[src/rtl/oven_pkg.sv]
// Shared types and constants for the microwave oven controller.
// The debug struct lets checkers observe FSM state and digit count without probing internals.
package oven_pkg;

    localparam int MAX_DIGITS  = 3;
    localparam int DIGIT_CNT_W = $clog2(MAX_DIGITS + 1);

    typedef enum logic [2:0] {
        IDLE  = 3'd0,
        ENTRY = 3'd1,
        COOK  = 3'd2,
        PAUSE = 3'd3,
        DONE  = 3'd4
    } oven_state_t;

    typedef struct packed {
        oven_state_t             state;
        logic [DIGIT_CNT_W-1:0]  digit_cnt;
    } oven_dbg_t;

    function automatic logic is_digit(input logic [3:0] code);
        return code <= 4'd9;
    endfunction

endpackage

[src/rtl/oven_ctrl_tick_gen.sv]
// One-second prescaler: emits a one-cycle tick every CLK_DIV cycles while run is high.
// Dropping run clears the count, so each run period starts a full CLK_DIV interval.
module tick_gen #(
    parameter int CLK_DIV = 50000000
) (
    input  logic clock,
    input  logic clr,
    input  logic run,
    output logic tick
);

    localparam int            CW   = $clog2(CLK_DIV);
    localparam logic [CW-1:0] LAST = CW'(CLK_DIV - 1);

    logic [CW-1:0] count;

    always_ff @(posedge clock) begin
        if (clr || !run) begin
            count <= '0;
        end else if (count == LAST) begin
            count <= '0;
        end else begin
            count <= count + 1'b1;
        end
    end

    assign tick = run && (count == LAST);

endmodule

[src/rtl/oven_ctrl.sv]
// Microwave oven controller: keypad entry, cook/pause/done sequencing and timer strobes.
// Handshake: key_valid/start/stop are single-cycle pulses sampled on the rising clock edge; no backpressure.
module oven_ctrl
    import oven_pkg::*;
#(
    parameter int CLK_DIV = 50000000
) (
    input  logic       clock,
    input  logic       clr,
    input  logic       key_valid,
    input  logic [3:0] key_code,
    input  logic       start,
    input  logic       stop,
    input  logic       door_closed,
    input  logic       timer_zero,
    output logic [3:0] data,
    output logic       loadn,
    output logic       clrn,
    output logic       enable,
    output logic       mag_on,
    output logic       done,
    output oven_dbg_t  dbg
);

    oven_state_t            state_q;
    oven_state_t            state_d;
    logic [DIGIT_CNT_W-1:0] digit_cnt_q;
    logic [DIGIT_CNT_W-1:0] digit_cnt_d;
    logic [3:0]             data_d;
    logic                   loadn_d;
    logic                   clrn_d;
    logic                   enable_d;
    logic                   mag_on_d;
    logic                   done_d;
    logic                   clear_d;
    logic                   key_ok;
    logic                   tick;

    tick_gen #(
        .CLK_DIV (CLK_DIV)
    ) u_tick_gen (
        .clock (clock),
        .clr   (clr),
        .run   (state_q == COOK),
        .tick  (tick)
    );

    assign key_ok = key_valid && is_digit(key_code)
                 && (digit_cnt_q < DIGIT_CNT_W'(MAX_DIGITS));

    // Within IDLE/ENTRY the order is stop, then start, then key; a start that
    // cannot begin cooking still swallows a key pressed in the same cycle.
    always_comb begin
        state_d     = state_q;
        digit_cnt_d = digit_cnt_q;
        data_d      = data;
        loadn_d     = 1'b1;
        case (state_q)
            IDLE, ENTRY: begin
                if (stop) begin
                    state_d = IDLE;
                end else if (start) begin
                    if (state_q == ENTRY && door_closed && !timer_zero) begin
                        state_d = COOK;
                    end
                end else if (key_ok) begin
                    state_d     = ENTRY;
                    digit_cnt_d = digit_cnt_q + 1'b1;
                    data_d      = key_code;
                    loadn_d     = 1'b0;
                end
            end
            COOK: begin
                if (timer_zero) begin
                    state_d = DONE;
                end else if (stop || !door_closed) begin
                    state_d = PAUSE;
                end
            end
            PAUSE: begin
                if (stop) begin
                    state_d = IDLE;
                end else if (start && door_closed) begin
                    state_d = COOK;
                end
            end
            DONE: begin
                if (stop || !door_closed || key_valid) begin
                    state_d = IDLE;
                end
            end
            default: state_d = IDLE;
        endcase

        clear_d = (state_d == IDLE) && (state_q != IDLE);
        if (clear_d) begin
            digit_cnt_d = '0;
        end
        clrn_d   = !clear_d;
        mag_on_d = (state_d == COOK);
        done_d   = (state_d == DONE);
        // Only count down while staying in COOK with time left on the clock.
        enable_d = tick && (state_q == COOK) && (state_d == COOK)
                && !timer_zero && loadn_d;
    end

    always_ff @(posedge clock) begin
        if (clr) begin
            state_q     <= IDLE;
            digit_cnt_q <= '0;
            data        <= 4'd0;
            loadn       <= 1'b1;
            clrn        <= 1'b0;
            enable      <= 1'b0;
            mag_on      <= 1'b0;
            done        <= 1'b0;
        end else begin
            state_q     <= state_d;
            digit_cnt_q <= digit_cnt_d;
            data        <= data_d;
            loadn       <= loadn_d;
            clrn        <= clrn_d;
            enable      <= enable_d;
            mag_on      <= mag_on_d;
            done        <= done_d;
        end
    end

    assign dbg = '{state: state_q, digit_cnt: digit_cnt_q};

endmodule

[config.mk]
export PLATFORM = sky130hd
export DESIGN_NAME = oven_ctrl
export DESIGN_NICKNAME = d
export VERILOG_FILES = /design/src/rtl/oven_pkg.sv /design/src/rtl/oven_ctrl_tick_gen.sv /design/src/rtl/oven_ctrl.sv
export SDC_FILE = /design/constraint.sdc
export NUM_CORES = 1
export LEC_CHECK = 0
export BUFFER_PORTS_ARGS = -buffer_cell sky130_fd_sc_hd__buf_2
export CAP_MARGIN = 20
export CORE_ASPECT_RATIO = 0.8
export CORE_UTILIZATION = 45
export CTS_CLUSTER_DIAMETER = 150
export DETAILED_ROUTE_END_ITERATION = 7
export GPL_TIMING_DRIVEN = 0
export HOLD_SLACK_MARGIN = 0.12
export PLACE_DENSITY = 0.77
export SLEW_MARGIN = 5
export SYNTH_ARGS = -nofsm -noshare
export SYNTH_HDL_FRONTEND = slang
export SYNTH_HIERARCHICAL = 1
export SYNTH_SLANG_ARGS = --single-unit
[constraint.sdc]
create_clock -name clock -period 2 [get_ports clock]
set_input_delay 0.1 -clock clock [delete_from_list [all_inputs] [get_ports clock]]
set_output_delay 0.1 -clock clock [all_outputs]
set_load 0.02 [all_outputs]
==> run_results.csv <==
group,metric,value,unit
critical_path,critical_path_cell_count,4,
global_route,antenna_found_initial,0,
timing,clock_skew,0.0108,ns
floorplanning,fp.dieW,73.7,um
timing,max_clock_freq,0.511,GHz
routing,wirelength,3.88,mm
cells_and_area,fin_area,2280,sq um
worst_hold_path,hp-class,"in -> reg",
logic_synthesis,synth_edf_count,0,
critical_path,crit_buf_inv,0,
floorplanning,rows,20,
cells_and_area,drive_gt1_share,24.7,%
floorplanning,dieArea,4380,sq um
power,clkPwrFrac,44.8,%
cells_and_area,mostFrequentLayoutCell,"dfxtp_1",
clocking,htreeDepth,2,
critical_path,crit_required,2.21,ns
placed_design,dpl-instance-area,2040,sq um
cells_and_area,num_antenna_cells,0,
clocking,clock_sinks,40,
timing,slew_headroom,64.6,%
power,combPwrFrac,4.4,%
routing,drtAntennaViolNets,0,
global_route,first_global_vias,1377,
logic_synthesis,avgSynthCellArea,9.17,sq um
power,cellPowerDensity,697,nW/um^2
routing,route.detailed.drc,0,
power,p_int,1270,uW
global_route,grt_pass1_wl,6.33,mm
global_route,grt_max_degree,13,
routing,vias,1610,
clocking,cts.path.max_buffers,2,
critical_path,critPathKind,"reg -> reg",
placed_design,gp_congestion,0.814,
clocking,ctsRootBufferMaster,"clkbuf_8",
placed_design,port_buffers,24,
cells_and_area,syn_to_final_growth,22.8,%
routing,drt-initial-drc-count,123,
power,power.total,1590,uW
timing,tightest_slew,0.530,ns
logic_synthesis,synth_cells,202,
critical_path,critPathMaxFanout,6,
logic_synthesis,synth_async_sr_flop_share,0,%
logic_synthesis,yosysSeqAreaShare,43.2,%
critical_path,cp.arrival,2.16,ns
floorplanning,chipHeight,59.4,um
critical_path,path_delay_family,"simple AND/OR/NAND/NOR gates",
placed_design,place_ws,-0.326,ns
logic_synthesis,synth_ff_type,"dfxtp_1",
timing,finalCritPeriodShare,97.8,%
power,switching_power,312,uW
critical_path,r2r_slack,0.04,ns
critical_path,rr_startpoint,"u_tick_gen/count[5]",
logic_synthesis,synth_top_area_share,43.2,%
critical_path,crit_path_end,"u_tick_gen/count[25]",
timing,fin_ws,0.0432,ns
routing,routedWlPerCell,13.0,um
floorplanning,coreArea,3880,sq um
timing,min_period,1.96,ns
power,share_seq_of_total_power,50.8,%
timing,final_hold_viol_count,0,
floorplanning,start_util,47.8,%
critical_path,cp-startpoint,"u_tick_gen/count[5]",
logic_synthesis,yosys_warnings,6,
clocking,cts_tree,"built",
run_status,status,"finished clean",
clocking,cts_made_buffers,5,
cells_and_area,final_cell_mix,"38 x dfxtp_1, 27 x buf_2, 26 x nor2_1",
logic_synthesis,syn-num-nets,215,
flow_run,cap_violations,0,
floorplanning,io_pins,25,
logic_synthesis,synth_area_leaders,"dfxtp_1 43%, nor2_1 5.3%, a21oi_1 4.1%, xnor2_1 3.8%, mux2i_1 3.2%",
logic_synthesis,synth_area_leader_cell,"dfxtp_1",
placed_design,place_inst,281,
power,switching_share,19.7,%
placed_design,dp_hpwl,2.63,mm
critical_path,end_kind,"flop",
critical_path,crit_chain,"nand3_2, or4_4, or4_1, a21oi_1",
timing,rsz0062_at_grt,"false",
critical_path,cp-start-kind,"flop",
timing,setup-violations-final,0,
routing,viasPerCell,5.40,
critical_path,reg2reg_depth,4,
logic_synthesis,ys_ff_latch,40,
cells_and_area,nets,255,
power,max-vdd-ir-drop,461,uV
clocking,path_clk_slew,0.08,ns
routing,drt_pass1_iterations,4,
power,p_leak,0.000803,uW
critical_path,slowest_delay,0.59,ns
cells_and_area,final_cells,298,
timing,tns,0,ns
critical_path,cpMaxStageDelayCell,"or4_4",
timing,maxSlewViolCount,0,
critical_path,r2r_end,"u_tick_gen/count[25]",
global_route,track_usage,19.3,%
clocking,clock_latency,0.29,ns
logic_synthesis,ys_types,46,
global_route,grt_overflow_total,0,
logic_synthesis,syn_area,1850,sq um
[logic make-up after synthesis]
group           Yosys count  share of synthesized area, %
buf+inv                  13                          3.04
simple gates             93                          31.2
xor+xnor                 13                          6.14
flops                    40                          43.2
compound gates           35                          11.8
fa+ha+maj                 2                          1.35
mux                       6                          3.24
[synthesized netlist by cell type, drive strengths merged (2+ instances only)]
cell and count:
dfxtp 40, mux2i 6, xnor2 8, and4 3
a21oi 15, inv 7, nor3b 3, a211oi 2
and2 2, xor2 5, nor3 6, nand4 9
nor4b 2, and3 3, or3 7, or2 2
nor2 26, nand2 6, or4 7, ha 2
nand3 11, buf 5, o21ai 9, o31ai 5
[power by group through the flow]
stage / logic (uW) / registers, uW / clock network [uW]
final: 70.5 / 805 / 710
after floorplan: 29.3 / 831 / 0
after CTS: 70.0 / 805 / 726
after detailed placement: 62.3 / 824 / 0
after global placement: 61.0 / 824 / 0
after global routing: 77.1 / 806 / 754
[how the worst min path moves through the flow]
stage,cells after the start,to,startpoint
CTS,3,state_q[2],timer_zero
global route,3,state_q[2],timer_zero
finish,3,state_q[2],timer_zero
detailed placement,3,data[0],key_code[0]
global placement,3,data[0],key_code[0]
floorplan,1,state_q[1],clr
[final cells by class]
| type | instances | area (sq um) |
|---|---|---|
| sequential | 40 | 803 |
| tap | 55 | 68.8 |
| multi-input combinational | 149 | 1020 |
| fill | 332 | 1600 |
| clock buffer | 7 | 96.3 |
| clock inverter | 1 | 30.0 |
| timing repair buffer | 34 | 208 |
| inverter | 7 | 26.3 |
| buffer | 5 | 26.3 |
[flip-flops by register name, summed over array words and instances (netlist names)]
register and count:
clrn 1, u_tick_gen/count 26, mag_on 1, data 4, state_q 3, enable 1, done 1, digit_cnt_q 2
loadn 1
[metal layers]
layer	global-route usage, %	part of all wire [%]	routed length (um)
met4	7.42	1.4	55
met2	29.6	46	1800
met1	26.3	47	1820
met3	4.59	5.1	199
met5	0	0	0
[worst reg2reg max path, delay by kind of cell, from the launching register on]
kind,cells,cell delay [ns]
AND/OR/NAND/NOR,3,1.28
flip-flops,1,0.40
AO/OA/AOI/OAI,1,0.18
[repair_timing]
item	CTS	global route
gates resized for setup	2	5
endpoints found under the setup margin	26	26
hold buffers	5	0
hold endpoints to repair	6	0
setup buffers	4	1
pin swaps	2	1
[per-stage QoR]
step                utilization (%)  hold WS [ns]
floorplan                         -         0.180
global placement               52.6         0.331
detailed placement             52.6         0.344
CTS                            58.3         0.145
global route                   58.7         0.179
finish                         58.7         0.165
No activity file was read; power rests on OpenSTA's default activity.
